--- src/rtl/seq_alu_pkg.sv ---
// Shared op-code constants and FSM state type for the sequential ALU.
package seq_alu_pkg;

   localparam logic [3:0] OP_ADD  = 4'h0;
   localparam logic [3:0] OP_SUB  = 4'h1;
   localparam logic [3:0] OP_AND  = 4'h2;
   localparam logic [3:0] OP_OR   = 4'h3;
   localparam logic [3:0] OP_XOR  = 4'h4;
   localparam logic [3:0] OP_NOR  = 4'h5;
   localparam logic [3:0] OP_SLL  = 4'h6;
   localparam logic [3:0] OP_SRL  = 4'h7;
   localparam logic [3:0] OP_SRA  = 4'h8;
   localparam logic [3:0] OP_SLT  = 4'h9;
   localparam logic [3:0] OP_CLZ  = 4'hA;
   localparam logic [3:0] OP_CLO  = 4'hB;
   localparam logic [3:0] OP_MULT = 4'hC;
   localparam logic [3:0] OP_DIV  = 4'hD;
   localparam logic [3:0] OP_LUI  = 4'hE;
   localparam logic [3:0] OP_SEQ  = 4'hF;

   typedef enum logic [1:0] {
      ST_IDLE = 2'd0,
      ST_ITER = 2'd1,
      ST_DONE = 2'd2
   } state_e;

endpackage

--- src/rtl/seq_muldiv.sv ---
// Iterative shift-add multiplier / restoring divider, one bit per step, on operand magnitudes.
// Outputs are the sign-corrected results of the current step, valid in the cycle last_o is high.
module seq_muldiv #(
   parameter int WIDTH = 32
) (
   input  logic             clk,
   input  logic             rst,
   input  logic             load_i,
   input  logic             step_i,
   input  logic             is_div_i,
   input  logic             sign_i,
   input  logic [WIDTH-1:0] a_i,
   input  logic [WIDTH-1:0] b_i,
   output logic             last_o,
   output logic [WIDTH-1:0] hi_o,
   output logic [WIDTH-1:0] lo_o,
   output logic             ovf_o
);
   localparam int CW = $clog2(WIDTH);

   logic [WIDTH-1:0]   acc_q, acc_d, sh_q, sh_d, den_q;
   logic [CW-1:0]      cnt_q;
   logic               div_q, neg_q, rneg_q, ovf_q;
   logic [WIDTH-1:0]   mag_a, mag_b;
   logic [WIDTH:0]     sum, trial;
   logic [2*WIDTH-1:0] prod_neg;

   assign mag_a = (sign_i && a_i[WIDTH-1]) ? ('0 - a_i) : a_i;
   assign mag_b = (sign_i && b_i[WIDTH-1]) ? ('0 - b_i) : b_i;

   // acc holds the running product high half / partial remainder; sh the multiplier / quotient.
   always_comb begin
      acc_d = acc_q;
      sh_d  = sh_q;
      sum   = '0;
      trial = {acc_q, sh_q[WIDTH-1]} - {1'b0, den_q};
      if (div_q) begin
         if (!trial[WIDTH]) begin
            acc_d = trial[WIDTH-1:0];
            sh_d  = {sh_q[WIDTH-2:0], 1'b1};
         end else begin
            acc_d = {acc_q[WIDTH-2:0], sh_q[WIDTH-1]};
            sh_d  = {sh_q[WIDTH-2:0], 1'b0};
         end
      end else begin
         sum   = {1'b0, acc_q} + (sh_q[0] ? {1'b0, den_q} : '0);
         acc_d = sum[WIDTH:1];
         sh_d  = {sum[0], sh_q[WIDTH-1:1]};
      end
   end

   assign prod_neg = '0 - {acc_d, sh_d};
   assign hi_o   = div_q ? (rneg_q ? ('0 - acc_d) : acc_d) : (neg_q ? prod_neg[2*WIDTH-1:WIDTH] : acc_d);
   assign lo_o   = div_q ? (neg_q ? ('0 - sh_d) : sh_d) : (neg_q ? prod_neg[WIDTH-1:0] : sh_d);
   assign ovf_o  = ovf_q;
   assign last_o = (cnt_q == CW'(WIDTH-1));

   always_ff @(posedge clk or posedge rst) begin
      if (rst) begin
         acc_q  <= '0;
         sh_q   <= '0;
         den_q  <= '0;
         cnt_q  <= '0;
         div_q  <= 1'b0;
         neg_q  <= 1'b0;
         rneg_q <= 1'b0;
         ovf_q  <= 1'b0;
      end else if (load_i) begin
         acc_q  <= '0;
         sh_q   <= mag_a;
         den_q  <= mag_b;
         cnt_q  <= '0;
         div_q  <= is_div_i;
         neg_q  <= sign_i & (a_i[WIDTH-1] ^ b_i[WIDTH-1]);
         rneg_q <= sign_i & a_i[WIDTH-1];
         ovf_q  <= is_div_i && sign_i && (a_i == {1'b1, {(WIDTH-1){1'b0}}}) && (b_i == '1);
      end else if (step_i) begin
         acc_q  <= acc_d;
         sh_q   <= sh_d;
         cnt_q  <= cnt_q + 1'b1;
      end
   end

endmodule

--- src/rtl/seq_alu.sv ---
// Sequential ALU: single-cycle ops complete one cycle after start, MULT/DIV take WIDTH iterations.
// No backpressure: start is accepted only when not busy and is otherwise dropped.
module seq_alu
   import seq_alu_pkg::*;
#(
   parameter int WIDTH  = 32,
   parameter bit CLZ_EN = 1'b1
) (
   input  logic             clk,
   input  logic             reset,
   input  logic             start,
   input  logic [3:0]       op,
   input  logic             sign,
   input  logic [WIDTH-1:0] a,
   input  logic [WIDTH-1:0] b,
   output logic             busy,
   output logic             done,
   output logic [WIDTH-1:0] result,
   output logic [WIDTH-1:0] hi,
   output logic [WIDTH-1:0] lo,
   output logic             zero,
   output logic             overflow,
   output logic             div_zero
);
   localparam int SW = $clog2(WIDTH);

   state_e           state_q, state_d;
   logic [WIDTH-1:0] result_q, hi_q, lo_q, alu_res, md_hi, md_lo;
   logic             zero_q, ovf_q, dz_q, alu_ovf, alu_dz, md_last, md_ovf;
   logic             load, step, cap_single, cap_md;
   logic [WIDTH:0]   sum_w, diff_w;
   logic [SW-1:0]    shamt;

   function automatic logic [WIDTH-1:0] lead_zeros(input logic [WIDTH-1:0] v);
      logic [WIDTH-1:0] n;
      n = WIDTH'(WIDTH);
      for (int i = 0; i < WIDTH; i++)
         if (v[i]) n = WIDTH'(WIDTH - 1 - i);
      return n;
   endfunction

   assign shamt  = b[SW-1:0];
   assign sum_w  = {1'b0, a} + {1'b0, b};
   assign diff_w = {1'b0, a} - {1'b0, b};

   always_comb begin
      alu_res = '0;
      alu_ovf = 1'b0;
      alu_dz  = 1'b0;
      case (op)
         OP_ADD: begin
            alu_res = sum_w[WIDTH-1:0];
            alu_ovf = sign ? ((a[WIDTH-1] == b[WIDTH-1]) && (sum_w[WIDTH-1] != a[WIDTH-1])) : sum_w[WIDTH];
         end
         OP_SUB: begin
            alu_res = diff_w[WIDTH-1:0];
            alu_ovf = sign ? ((a[WIDTH-1] != b[WIDTH-1]) && (diff_w[WIDTH-1] != a[WIDTH-1])) : diff_w[WIDTH];
         end
         OP_AND:  alu_res = a & b;
         OP_OR:   alu_res = a | b;
         OP_XOR:  alu_res = a ^ b;
         OP_NOR:  alu_res = ~(a | b);
         OP_SLL:  alu_res = a << shamt;
         OP_SRL:  alu_res = a >> shamt;
         OP_SRA:  alu_res = $signed(a) >>> shamt;
         OP_SLT:  alu_res = WIDTH'(sign ? ($signed(a) < $signed(b)) : (a < b));
         OP_CLZ:  alu_res = CLZ_EN ? lead_zeros(a) : '0;
         OP_CLO:  alu_res = CLZ_EN ? lead_zeros(~a) : '0;
         // Only reaches the single-cycle path when the divisor is zero.
         OP_DIV: begin
            alu_res = '1;
            alu_dz  = 1'b1;
         end
         OP_LUI:  alu_res = b << 16;
         OP_SEQ:  alu_res = WIDTH'(a == b);
         default: alu_res = '0;
      endcase
   end

   always_comb begin
      state_d    = state_q;
      load       = 1'b0;
      step       = 1'b0;
      cap_single = 1'b0;
      cap_md     = 1'b0;
      case (state_q)
         ST_ITER: begin
            step = 1'b1;
            if (md_last) begin
               state_d = ST_DONE;
               cap_md  = 1'b1;
            end
         end
         default: begin
            state_d = ST_IDLE;
            if (start) begin
               if (op == OP_MULT || (op == OP_DIV && b != '0)) begin
                  state_d = ST_ITER;
                  load    = 1'b1;
               end else begin
                  state_d    = ST_DONE;
                  cap_single = 1'b1;
               end
            end
         end
      endcase
   end

   always_ff @(posedge clk or posedge reset) begin
      if (reset) begin
         state_q  <= ST_IDLE;
         result_q <= '0;
         hi_q     <= '0;
         lo_q     <= '0;
         zero_q   <= 1'b1;
         ovf_q    <= 1'b0;
         dz_q     <= 1'b0;
      end else begin
         state_q <= state_d;
         if (cap_single) begin
            result_q <= alu_res;
            zero_q   <= (alu_res == '0);
            ovf_q    <= alu_ovf;
            dz_q     <= alu_dz;
            if (alu_dz) begin
               hi_q <= a;
               lo_q <= '1;
            end
         end else if (cap_md) begin
            result_q <= md_lo;
            hi_q     <= md_hi;
            lo_q     <= md_lo;
            zero_q   <= (md_lo == '0);
            ovf_q    <= md_ovf;
            dz_q     <= 1'b0;
         end
      end
   end

   seq_muldiv #(.WIDTH(WIDTH)) u_muldiv (
      .clk      (clk),
      .rst      (reset),
      .load_i   (load),
      .step_i   (step),
      .is_div_i (op == OP_DIV),
      .sign_i   (sign),
      .a_i      (a),
      .b_i      (b),
      .last_o   (md_last),
      .hi_o     (md_hi),
      .lo_o     (md_lo),
      .ovf_o    (md_ovf)
   );

   assign busy     = (state_q == ST_ITER);
   assign done     = (state_q == ST_DONE);
   assign result   = result_q;
   assign hi       = hi_q;
   assign lo       = lo_q;
   assign zero     = zero_q;
   assign overflow = ovf_q;
   assign div_zero = dz_q;

endmodule

--- config.mk ---
export PLATFORM = sky130hd
export DESIGN_NAME = seq_alu
export DESIGN_NICKNAME = d
export VERILOG_FILES = /design/src/rtl/seq_alu_pkg.sv /design/src/rtl/seq_muldiv.sv /design/src/rtl/seq_alu.sv
export SDC_FILE = /design/constraint.sdc
export NUM_CORES = 2
export LEC_CHECK = 0
export BUFFER_PORTS_ARGS = -buffer_cell sky130_fd_sc_hd__buf_2
export CAP_MARGIN = 15
export CORE_ASPECT_RATIO = 1.2
export CORE_MARGIN = 3
export CORE_UTILIZATION = 35
export CTS_BUF_LIST = sky130_fd_sc_hd__clkbuf_8
export DETAILED_ROUTE_END_ITERATION = 10
export HOLD_SLACK_MARGIN = 0.05
export PLACE_DENSITY = 0.59
export REMOVE_ABC_BUFFERS = 1
export SKIP_LAST_GASP = 1
export SLEW_MARGIN = 15
export SYNTH_ARGS = -nofsm -noshare
export SYNTH_HDL_FRONTEND = slang
export SYNTH_HIERARCHICAL = 1
export SYNTH_SLANG_ARGS = --single-unit
--- constraint.sdc ---
create_clock -name clk -period 12.6 [get_ports clk]
set_input_delay 0 -clock clk [delete_from_list [all_inputs] [get_ports clk]]
set_output_delay 0 -clock clk [all_outputs]
set_load 0.01 [all_outputs]
==> impl_metrics.tcl <==
set metrics [dict create \
    io_pins 173 \
    leakagePower_nw 12.7 \
    synthTopCellsByCount "nor2_1, nand2_1, a21oi_1, o21ai_0" \
    startpoint_type "flip-flop" \
    firstDrtPassIters 8 \
    synth-seq-area-share 0.181 \
    cts_resized 0 \
    nets 4115 \
    p_per_area_mw_per_mm2 189 \
    antenna_left 0 \
    dp.cells 4823 \
    crit_arrival_ps 6490 \
    fin_util 0.392 \
    grt_pass1_wl_um 209000 \
    syn_inst 3822 \
    initial_core_util 0.356 \
    syn_area_per_cell_um2 7.44 \
    r2r_start "u_muldiv/sh_q[31]$_DFFE_PP0P_" \
    area.growth.synth_to_final_pct 10.1 \
    ys_warn_count 6 \
    place_congestion 1.05 \
    fillers 8468 \
    endpoint_kind "flip-flop" \
    grt_max_degree 97 \
    synth_ff_type "dfrtp_1" \
    rows 113 \
    hold_class "input pin to asynchronous set/reset pin" \
    setup_viol_count_final 0 \
    stdcell_area_mm2 0.0313 \
    yosys.cell_count.top_type "nor2_1" \
    criticalPathCategory "flip-flop to flip-flop" \
    worstPathRequired_ps 13080 \
    grtUsageTotal 0.329 \
    period_share 0.477 \
    finalSetupTns_ps 0 \
    synth_cell_types 115 \
    tritoncts "done" \
    hpwl_um 109000 \
    synth_area_mm2 0.0284 \
    cts-root-buf "clkbuf_8" \
    path_max_fanout 6 \
    dpl_cell_area_mm2 0.0301 \
    finClkSkew_ps 44.7 \
    die-area_mm2 0.0847 \
    die_h_um 318 \
    min_period_ps 6010 \
    post_drt_wl_per_cell_um 29.6 \
    yosysTopAreaCellShare 0.180 \
    first_iter_violations 4020 \
    hold_viol_final 0 \
    ys_ff_latch 206 \
    worst_pin_slew_ps 1260 \
    clock_latency_ps 600 \
    cts.sinks 206 \
    numCtsBuffers 36 \
    clk_path_buf_depth 3 \
    critPathLaunch "u_muldiv/sh_q[31]$_DFFE_PP0P_" \
    rsz0062_at_grt "false" \
    outcome "finished clean" \
    maxSlewHeadroom 0.155 \
    cts_max_level 2 \
    synthArstFlopShare 1.00 \
    synth-edff-count 0 \
    max_cap_violations 0 \
    drt-total-wl_um 146000 \
    path_clk_slew_ps 70 \
    power.total_mw 5.92 \
    layout_setup_ws_ps 6590 \
    antenna_found_initial 3 \
    drive_gt1_frac 0.121 \
    grt_pass1_vias 30700 \
    core_area_mm2 0.0799 \
    stdcell_count 4934 \
    overflow 0 \
    die_x_um 266 \
    route.detailed.drc 0 \
    holdWs_ps 89.4 \
    viasPerCell 6.55 \
    port_buffers 172 \
    post-place-ws_ps 6720 \
    drv_slew 0 \
    yosysTopAreaCell "dfrtp_1" \
    clock.fmax_mhz 166 \
    ir_drop_mv 0.102 \
    vias 32300 \
    netlist_top_cells_area "dfrtp_1, ha_1, nor2_1" \
]
worst max-delay path, stage by stage (launching register included):
cell and delay, ps:
dfrtp_1 400, inv_1 80, ha_1 230, fa_1 440, nand2b_1 210, a21o_1 220, a211o_1 340, a21o_1 220
o211ai_2 70, nor2_1 190, a21oi_1 270, ha_1 230, o21ai_0 130, nor3_1 560, nand3_1 170, a2111o_1 490
or3_1 550, a21oi_1 250, o211ai_1 160, o31ai_1 270, xor2_1 170, nand2_1 60, a31oi_1 170
flip-flops by register name, summed over array words and instances (netlist names):
signal,count
u_muldiv/acc_q,32
u_muldiv/den_q,32
u_muldiv/cnt_q,5
u_muldiv/div_q,1
hi,32
state_q,2
result,32
u_muldiv/neg_q,1
div_zero,1
u_muldiv/ovf_o,1
overflow,1
u_muldiv/sh_q,32
zero,1
lo,32
u_muldiv/rneg_q,1
kinds of logic (layout without fill, tap and decap cells):
| family | count (synthesis) | in the layout | synth area share |
|---|---|---|---|
| AOI/OAI and AO/OA | 1186 | 1186 | 0.279 |
| xor gates and xnor gates | 179 | 179 | 0.0551 |
| adders and majority gates | 172 | 172 | 0.0767 |
| buffers and inverters | 448 | 523 | 0.0646 |
| DFF | 206 | 206 | 0.181 |
| muxes | 236 | 236 | 0.109 |
| other | 0 | 2 | 0 |
| and+or+nand+nor | 1395 | 1395 | 0.234 |
cell usage in the layout (no fill, tap or decap), types with 54 or more instances in the layout:
| cell type | instances |
|---|---|
| nor2_1 | 408 |
| nand2_1 | 403 |
| a21oi_1 | 292 |
| o21ai_0 | 240 |
| dfrtp_1 | 204 |
| buf_2 | 170 |
| ha_1 | 168 |
| inv_1 | 163 |
| mux2i_1 | 146 |
| nor3_1 | 100 |
| xnor2_1 | 92 |
| xor2_1 | 87 |
| buf_4 | 80 |
| nand3_1 | 79 |
| a31oi_1 | 68 |
| nand4_1 | 63 |
| a211oi_1 | 62 |
| nor4_1 | 59 |
| and2_1 | 55 |
| mux4_2 | 54 |
power by group:
group / switching, mW / total (mW) / internal, mW
clock: 0.326 / 0.715 / 0.389
combinational: 2.61 / 4.04 / 1.43
sequential: 0.276 / 1.16 / 0.889
routing by layer:
| layer | wire [um] | share of wire | vias up | GRT usage |
|---|---|---|---|---|
| met1 | 54200 | 0.37 | 15600 | 0.392 |
| met3 | 13400 | 0.092 | 564 | 0.0654 |
| met5 | 0 | 0 | - | 0 |
| li1 | - | - | 14200 | - |
| met2 | 65100 | 0.45 | 1933 | 0.523 |
| met4 | 13300 | 0.091 | 0 | 0.248 |
cell type report:
class | count | area (um2) | area share
well taps | 1035 | 1290 | 0.0414
multi-input cells | 3168 | 21500 | 0.687
clock buffers | 45 | 619 | 0.0198
clock inverters | 19 | 186 | 0.00595
repair buffers | 295 | 1900 | 0.0607
diodes | 2 | 5.00 | 0.000160
inverters | 164 | 623 | 0.0199
flip-flops and latches | 206 | 5160 | 0.165
repair_timing:
| item | 4_1_cts | 5_1_grt |
|---|---|---|
| endpoints found under the hold margin | 142 | 0 |
| hold buffers | 45 | 0 |
| buffers inserted | 0 | 0 |
worst paths after layout:
check / endpoint / slack (ps) / depth (start not counted)
setup / recovery: hi[24]$_DFFE_PP0P_ / 6590 / 22
min in group clk: hi[7]$_DFFE_PP0P_ / 100 / 4
setup reg to reg: hi[24]$_DFFE_PP0P_ / 6590 / 22
hold reg to reg: lo[29]$_DFFE_PP0P_ / 490 / 1
max in group asynchronous: u_muldiv/div_q$_DFFE_PP0P_ / 11010 / 4
hold / removal: lo[30]$_DFFE_PP0P_ / 90 / 3
No activity file was read; power rests on OpenSTA's default activity.
